`config.mk`:
```
export PLATFORM = sky130hd
export DESIGN_NAME = la_trg_seq
export DESIGN_NICKNAME = d
export VERILOG_FILES = /design/src/rtl/la_pkg.sv /design/src/rtl/la_trg_cmp.sv /design/src/rtl/la_trg_seq.sv
export SDC_FILE = /design/constraint.sdc
export NUM_CORES = 1
export LEC_CHECK = 0
export CAP_MARGIN = 20
export CORE_AREA = 2 2 151 153
export CTS_CLUSTER_DIAMETER = 120
export DETAILED_ROUTE_END_ITERATION = 16
export DIE_AREA = 0 0 153 155
export PLACE_DENSITY_LB_ADDON = 0.25
export SYNTH_ARGS = -nofsm -noshare
export SYNTH_HDL_FRONTEND = slang
export SYNTH_HIERARCHICAL = 1
export SYNTH_SLANG_ARGS = --single-unit
export TNS_END_PERCENT = 30
```
`constraint.sdc`:
```
create_clock -name clk -period 11.4 [get_ports clk]
set_input_delay 3.42 -clock clk [delete_from_list [all_inputs] [get_ports clk]]
set_output_delay 3.42 -clock clk [all_outputs]
set_load 0.02 [all_outputs]
```
`src/rtl/la_pkg.sv`:
```
// la_pkg: shared trigger sequencer types.
// State encoding here is the sts_sta status encoding.
package la_pkg;

   localparam int STA_W = 2;

   typedef enum logic [STA_W-1:0] {
      ST_IDLE  = 2'd0,
      ST_ARMED = 2'd1,
      ST_FIRED = 2'd2
   } la_sta_e;

   // Stage index width, never below one bit
   function automatic int stg_w(input int sn);
      return (sn > 1) ? $clog2(sn) : 1;
   endfunction

endpackage

```
`src/rtl/la_trg_cmp.sv`:
```
// la_trg_cmp: one trigger stage, level compare plus optional edge detect.
// An edge can only be seen when the previous sample is valid.
module la_trg_cmp
   import la_pkg::*;
#(
   parameter int DW = 16
) (
   input  logic [DW-1:0] d_i,
   input  logic [DW-1:0] dp_i,
   input  logic          dpv_i,
   input  logic [DW-1:0] msk_i,
   input  logic [DW-1:0] val_i,
   input  logic [DW-1:0] pos_i,
   input  logic [DW-1:0] neg_i,
   output logic          hit_o
);

   logic lvl;
   logic sel;
   logic edg;

   assign lvl = ((d_i ^ val_i) & msk_i) == '0;
   assign sel = |(pos_i | neg_i);
   assign edg = dpv_i &
                |((d_i & ~dp_i & pos_i) | (~d_i & dp_i & neg_i));
   assign hit_o = lvl & (~sel | edg);

endmodule

```
`src/rtl/la_trg_seq.sv`:
```
// la_trg_seq: multi-stage trigger sequencer on a registered sample stream.
// Inter-stage timeout is built only when LA_TRG_SEQ_TMO_EN is defined.
module la_trg_seq
   import la_pkg::*;
#(
   parameter int DW = 16,
   parameter int SN = 4,
   parameter int CW = 16
) (
   input  logic                    clk,
   input  logic                    rstn,
   input  logic                    ctl_rst,
   input  logic                    ctl_arm,
   input  logic [$clog2(SN):0]     cfg_num,
   input  logic                    cfg_rpt,
   input  logic [SN*DW-1:0]        cfg_msk,
   input  logic [SN*DW-1:0]        cfg_val,
   input  logic [SN*DW-1:0]        cfg_pos,
   input  logic [SN*DW-1:0]        cfg_neg,
   input  logic [SN*CW-1:0]        cfg_cnt,
   input  logic [CW-1:0]           cfg_tmo,
   input  logic [DW-1:0]           sti_tdata,
   input  logic                    sti_tvalid,
   output logic                    sti_tready,
   output logic [DW-1:0]           sto_tdata,
   output logic                    sto_tvalid,
   input  logic                    sto_tready,
   output logic                    sto_ttrg,
   output logic [STA_W-1:0]        sts_sta,
   output logic [stg_w(SN)-1:0]    sts_stg,
   output logic                    trg_out
);

   localparam int SW = stg_w(SN);

   la_sta_e        sta_q, sta_d;
   logic [SW-1:0]  stg_q, stg_d;
   logic [CW-1:0]  cnt_q, cnt_d;
   logic [DW-1:0]  dp_q;
   logic           dpv_q;
   logic [DW-1:0]  od_q;
   logic           ov_q;
   logic           ot_q;

   logic           xfer;
   logic           fire;
   logic [SN-1:0]  hit;
   logic           hit_cur;
   logic [CW-1:0]  req_cur;
   logic [CW-1:0]  req_eff;
   logic [CW-1:0]  cnt_inc;
   logic           reach;
   logic           is_last;
   logic [SW-1:0]  last;

   assign sti_tready = ~ov_q | sto_tready;
   assign xfer       = sti_tvalid & sti_tready;

   for (genvar g = 0; g < SN; g++) begin : g_cmp
      la_trg_cmp #(.DW(DW)) u_cmp (
         .d_i   (sti_tdata),
         .dp_i  (dp_q),
         .dpv_i (dpv_q),
         .msk_i (cfg_msk[g*DW +: DW]),
         .val_i (cfg_val[g*DW +: DW]),
         .pos_i (cfg_pos[g*DW +: DW]),
         .neg_i (cfg_neg[g*DW +: DW]),
         .hit_o (hit[g])
      );
   end

   // Clamp the active stage count into 1..SN
   always_comb begin
      if (cfg_num == '0)
         last = '0;
      else if (int'(cfg_num) > SN)
         last = SW'(SN - 1);
      else
         last = SW'(cfg_num - 1'b1);
   end

   always_comb begin
      hit_cur = 1'b0;
      req_cur = '0;
      for (int i = 0; i < SN; i++) begin
         if (stg_q == SW'(i)) begin
            hit_cur = hit[i];
            req_cur = cfg_cnt[i*CW +: CW];
         end
      end
   end

   assign req_eff = (req_cur == '0) ? CW'(1) : req_cur;
   assign cnt_inc = (&cnt_q) ? cnt_q : cnt_q + 1'b1;
   assign reach   = cnt_inc >= req_eff;
   assign is_last = stg_q >= last;

`ifdef LA_TRG_SEQ_TMO_EN
   logic [CW-1:0] tmr_q, tmr_d;
   logic [CW-1:0] tmr_inc;
   logic          tmo_on;

   assign tmr_inc = (&tmr_q) ? tmr_q : tmr_q + 1'b1;
   assign tmo_on  = (stg_q != '0) && (cfg_tmo != '0);
`else
   logic unused_tmo;
   assign unused_tmo = ^cfg_tmo;
`endif

   always_comb begin
      sta_d = sta_q;
      stg_d = stg_q;
      cnt_d = cnt_q;
      fire  = 1'b0;
`ifdef LA_TRG_SEQ_TMO_EN
      tmr_d = '0;
`endif
      unique case (sta_q)
         ST_IDLE: ;
         ST_ARMED: begin
`ifdef LA_TRG_SEQ_TMO_EN
            if (tmo_on)
               tmr_d = tmr_inc;
`endif
            if (xfer && hit_cur) begin
               if (reach) begin
                  cnt_d = '0;
`ifdef LA_TRG_SEQ_TMO_EN
                  tmr_d = '0;
`endif
                  if (is_last) begin
                     sta_d = ST_FIRED;
                     fire  = 1'b1;
                  end else begin
                     stg_d = stg_q + 1'b1;
                  end
               end else begin
                  cnt_d = cnt_inc;
               end
            end
`ifdef LA_TRG_SEQ_TMO_EN
            else if (tmo_on && tmr_inc >= cfg_tmo) begin
               stg_d = '0;
               cnt_d = '0;
               tmr_d = '0;
            end
`endif
         end
         ST_FIRED: begin
            sta_d = cfg_rpt ? ST_ARMED : ST_IDLE;
            stg_d = '0;
            cnt_d = '0;
         end
         default: sta_d = ST_IDLE;
      endcase
      if (ctl_arm) begin
         sta_d = ST_ARMED;
         stg_d = '0;
         cnt_d = '0;
         fire  = 1'b0;
`ifdef LA_TRG_SEQ_TMO_EN
         tmr_d = '0;
`endif
      end
      if (ctl_rst) begin
         sta_d = ST_IDLE;
         stg_d = '0;
         cnt_d = '0;
         fire  = 1'b0;
`ifdef LA_TRG_SEQ_TMO_EN
         tmr_d = '0;
`endif
      end
   end

   always_ff @(posedge clk or negedge rstn) begin
      if (!rstn) begin
         sta_q <= ST_IDLE;
         stg_q <= '0;
         cnt_q <= '0;
`ifdef LA_TRG_SEQ_TMO_EN
         tmr_q <= '0;
`endif
      end else begin
         sta_q <= sta_d;
         stg_q <= stg_d;
         cnt_q <= cnt_d;
`ifdef LA_TRG_SEQ_TMO_EN
         tmr_q <= tmr_d;
`endif
      end
   end

   // Output register and previous-sample history for edge detect
   always_ff @(posedge clk or negedge rstn) begin
      if (!rstn) begin
         od_q  <= '0;
         ov_q  <= 1'b0;
         ot_q  <= 1'b0;
         dp_q  <= '0;
         dpv_q <= 1'b0;
      end else begin
         if (ctl_rst) begin
            od_q <= '0;
            ov_q <= 1'b0;
            ot_q <= 1'b0;
         end else if (xfer) begin
            od_q <= sti_tdata;
            ov_q <= 1'b1;
            ot_q <= fire;
         end else if (sto_tready) begin
            ov_q <= 1'b0;
            ot_q <= 1'b0;
         end
         if (ctl_rst) begin
            dp_q  <= '0;
            dpv_q <= 1'b0;
         end else if (ctl_arm) begin
            dpv_q <= 1'b0;
         end else if (xfer) begin
            dp_q  <= sti_tdata;
            dpv_q <= 1'b1;
         end
      end
   end

   assign sto_tdata  = od_q;
   assign sto_tvalid = ov_q;
   assign sto_ttrg   = ot_q;
   assign sts_sta    = sta_q;
   assign sts_stg    = stg_q;
   assign trg_out    = (sta_q == ST_FIRED);

endmodule

```
==> results_dict.tcl <==
set metrics [dict create \
    status "completed" \
    grt_max_degree 56 \
    synthTopCellsByCount "nand2_1 (245), a21oi_1 (75), xor2_1 (68)" \
    max_cap_violations 0 \
    grt_pass1_vias 7928 \
    syn_nets 1250 \
    io_buffer_count 369 \
    finalHoldViolCount 0 \
    ir_worst_vdd_uv 61.8 \
    htreeDepth 2 \
    antenna_found_initial 8 \
    synth_area_leader_cell "dfrtp_1" \
    cts_hold_buf 0 \
    coreArea_um2 22200 \
    drive_above_1_share_pct 2.96 \
    grt_util_all_layers_pct 24.7 \
    yosysTopAreaCellShare_pct 22.3 \
    hold_class "reg2reg" \
    fin_crit_sh_pct 71.0 \
    hold_slack_ps 523 \
    critPathMaxFanout 4 \
    finalPower_mw 0.684 \
    cp_slowest_cell "clkdlybuf4s50_1" \
    nets 1608 \
    gp_congestion 0.896 \
    syn-cell-area_um2 6170 \
    ys_ff_latch 55 \
    dr.pass1.iters 5 \
    avgViaCountPerCell 5.33 \
    clock_latency_ps 290 \
    grt_pass1_wl_mm 45.7 \
    critPathMostFrequentCell "clkdlybuf4s50_1" \
    max_freq_mhz 124 \
    cts-root-buf "clkbuf_16" \
    drv_slew 0 \
    via_count 8045 \
    yosysWarningCount 6 \
    clk_pin_slew_worst_paths_ps 70 \
    synth-edff-count 0 \
    p_leak_nw 4.14 \
    dp_hpwl_mm 24.9 \
    tightest_slew_ps 953 \
    fin_crit_ps 8090 \
    avgRoutedWirePerCell_um 20.4 \
    grt_overflow 0 \
    initial_utilization_pct 27.8 \
    relSlewSlack_pct 36.5 \
    critPathArrivalTime_ps 4670 \
    postSynth.asyncResetShare_pct 100 \
    rows 55 \
    synthCells 860 \
    rsz0062_at_grt "no" \
    drt_wl_total_mm 30.9 \
    tns_ps 0 \
    skew_ps 7.22 \
    synth_area_leaders "dfrtp_1 (22%), nand2_1 (15%), xor2_1 (9.6%)" \
    ios 386 \
    area_growth_pct 67.5 \
    worst_setup_path_start_kind "input port" \
    postSynthAreaPerCell_um2 7.18 \
    die-area_um2 23700 \
    cts_tree "done" \
    numCtsBuffers 5 \
    final_antenna_net_count 0 \
    crit_path_end_kind "output pin" \
    critPathMaxStageDelay_ps 620 \
    ctsResizeCount 0 \
    finalInstanceArea_um2 10300 \
    ys_seq_area_share_pct 22.3 \
    postCtsSetupRepairBufs 0 \
    power_density_nw_per_um2 66.2 \
    cts_buffer_depth 2 \
    synth_ff_type "dfrtp_1" \
    crit_required_ps 7980 \
    synthDistinctLibCells 59 \
    die_h_um 155 \
    crit_chain "clkdlybuf4s50_1 > nand2b_1 > clkdlybuf4s50_1" \
    drc 0 \
    setup_violations 0 \
    critical_path_class "in2out" \
    synth_most_common_cell "nand2_1" \
    dieWidth_um 153 \
    dr.first_iter.drc_count 527 \
    placed_area_um2 10200 \
    clock_sinks 55 \
]
worst max-delay path: cells and delay by family:
| family | cells | cell delay (ps) |
|---|---|---|
| buffers and inverters | 2 | 1090 |
| AND/OR/NAND/NOR | 1 | 160 |
final timing paths:
kind / startpoint / to / slack (ps) / cells after the start
setup / recovery: sto_tready / sti_tready / 3310 / 3
hold / removal: sto_tdata[1]$_DFFE_PN0P_ / sto_tdata[1]$_DFFE_PN0P_ / 520 / 2
setup reg to reg: sts_stg[1]$_DFFE_PN0P_ / cnt_q[1]$_DFFE_PN0P_ / 6180 / 13
hold reg to reg: sto_tdata[1]$_DFFE_PN0P_ / sto_tdata[1]$_DFFE_PN0P_ / 520 / 2
max in group asynchronous: rstn / dpv_q$_DFFE_PN0P_ / 7590 / 2
min in group asynchronous: rstn / sto_tdata[4]$_DFFE_PN0P_ / 3270 / 2
metal layers:
metal	wire length (um)	share of wire [%]	global-route usage, %
met1	11500	37	27.4
met5	13	0.042	0
met4	1180	3.8	10.3
met3	2290	7.4	5.07
met2	15900	52	45.9
flip-flops by register name, summed over array words and instances, names as in the netlist:
| register | count |
|---|---|
| sto_tdata | 16 |
| sts_stg | 2 |
| cnt_q | 16 |
| sts_sta | 2 |
| dp_q | 16 |
| sto_tvalid | 1 |
| dpv_q | 1 |
| sto_ttrg | 1 |
cells by family after synthesis:
logic type                 Yosys count  synth area share, %
adders and majority gates           29                 5.84
xor gates and xnor gates            74                 10.5
buffers and inverters               51                 3.38
AOI/OAI and AO/OA                  257                 28.9
and+or+nand+nor                    388                 28.1
muxes                                6                0.993
DFF                                 55                 22.3
cells in the final DEF, fill, tap and decap left out, types with 24 or more instances in the layout:
| master | count |
|---|---|
| inv_1 | 25 |
| nand2_1 | 245 |
| a21oi_1 | 75 |
| nor2_1 | 37 |
| dfrtp_1 | 55 |
| o22ai_1 | 64 |
| a22oi_1 | 24 |
| clkdlybuf4s50_1 | 368 |
| ha_1 | 28 |
| nor4_1 | 44 |
| xor2_1 | 68 |
where the power goes:
| group | total, mW | switching (mW) | internal, mW |
|---|---|---|---|
| clock | 0.176 | 0.0733 | 0.103 |
| combinational | 0.295 | 0.129 | 0.166 |
| sequential | 0.213 | 0.0109 | 0.202 |
| total | 0.684 | 0.213 | 0.471 |
area by class of cell:
class	instances	area, um2
sequential	55	1380
antenna	7	17.5
inverter	26	97.6
multi-input combinational	754	4590
clock buffer	5	125
tap	285	357
timing repair buffer	376	3740
fill	2266	11900
clock inverter	2	37.5
through the flow:
stage / utilization [%] / std cells / worst slack (ps)
floorplan: - / 860 / 4320
global placement: 45.7 / 1495 / 3320
detailed placement: 45.7 / 1495 / 3310
CTS: 46.4 / 1502 / 3300
global route: 46.5 / 1510 / 3270
finish: 46.5 / 1510 / 3310
(Power assumes the default switching activity.)
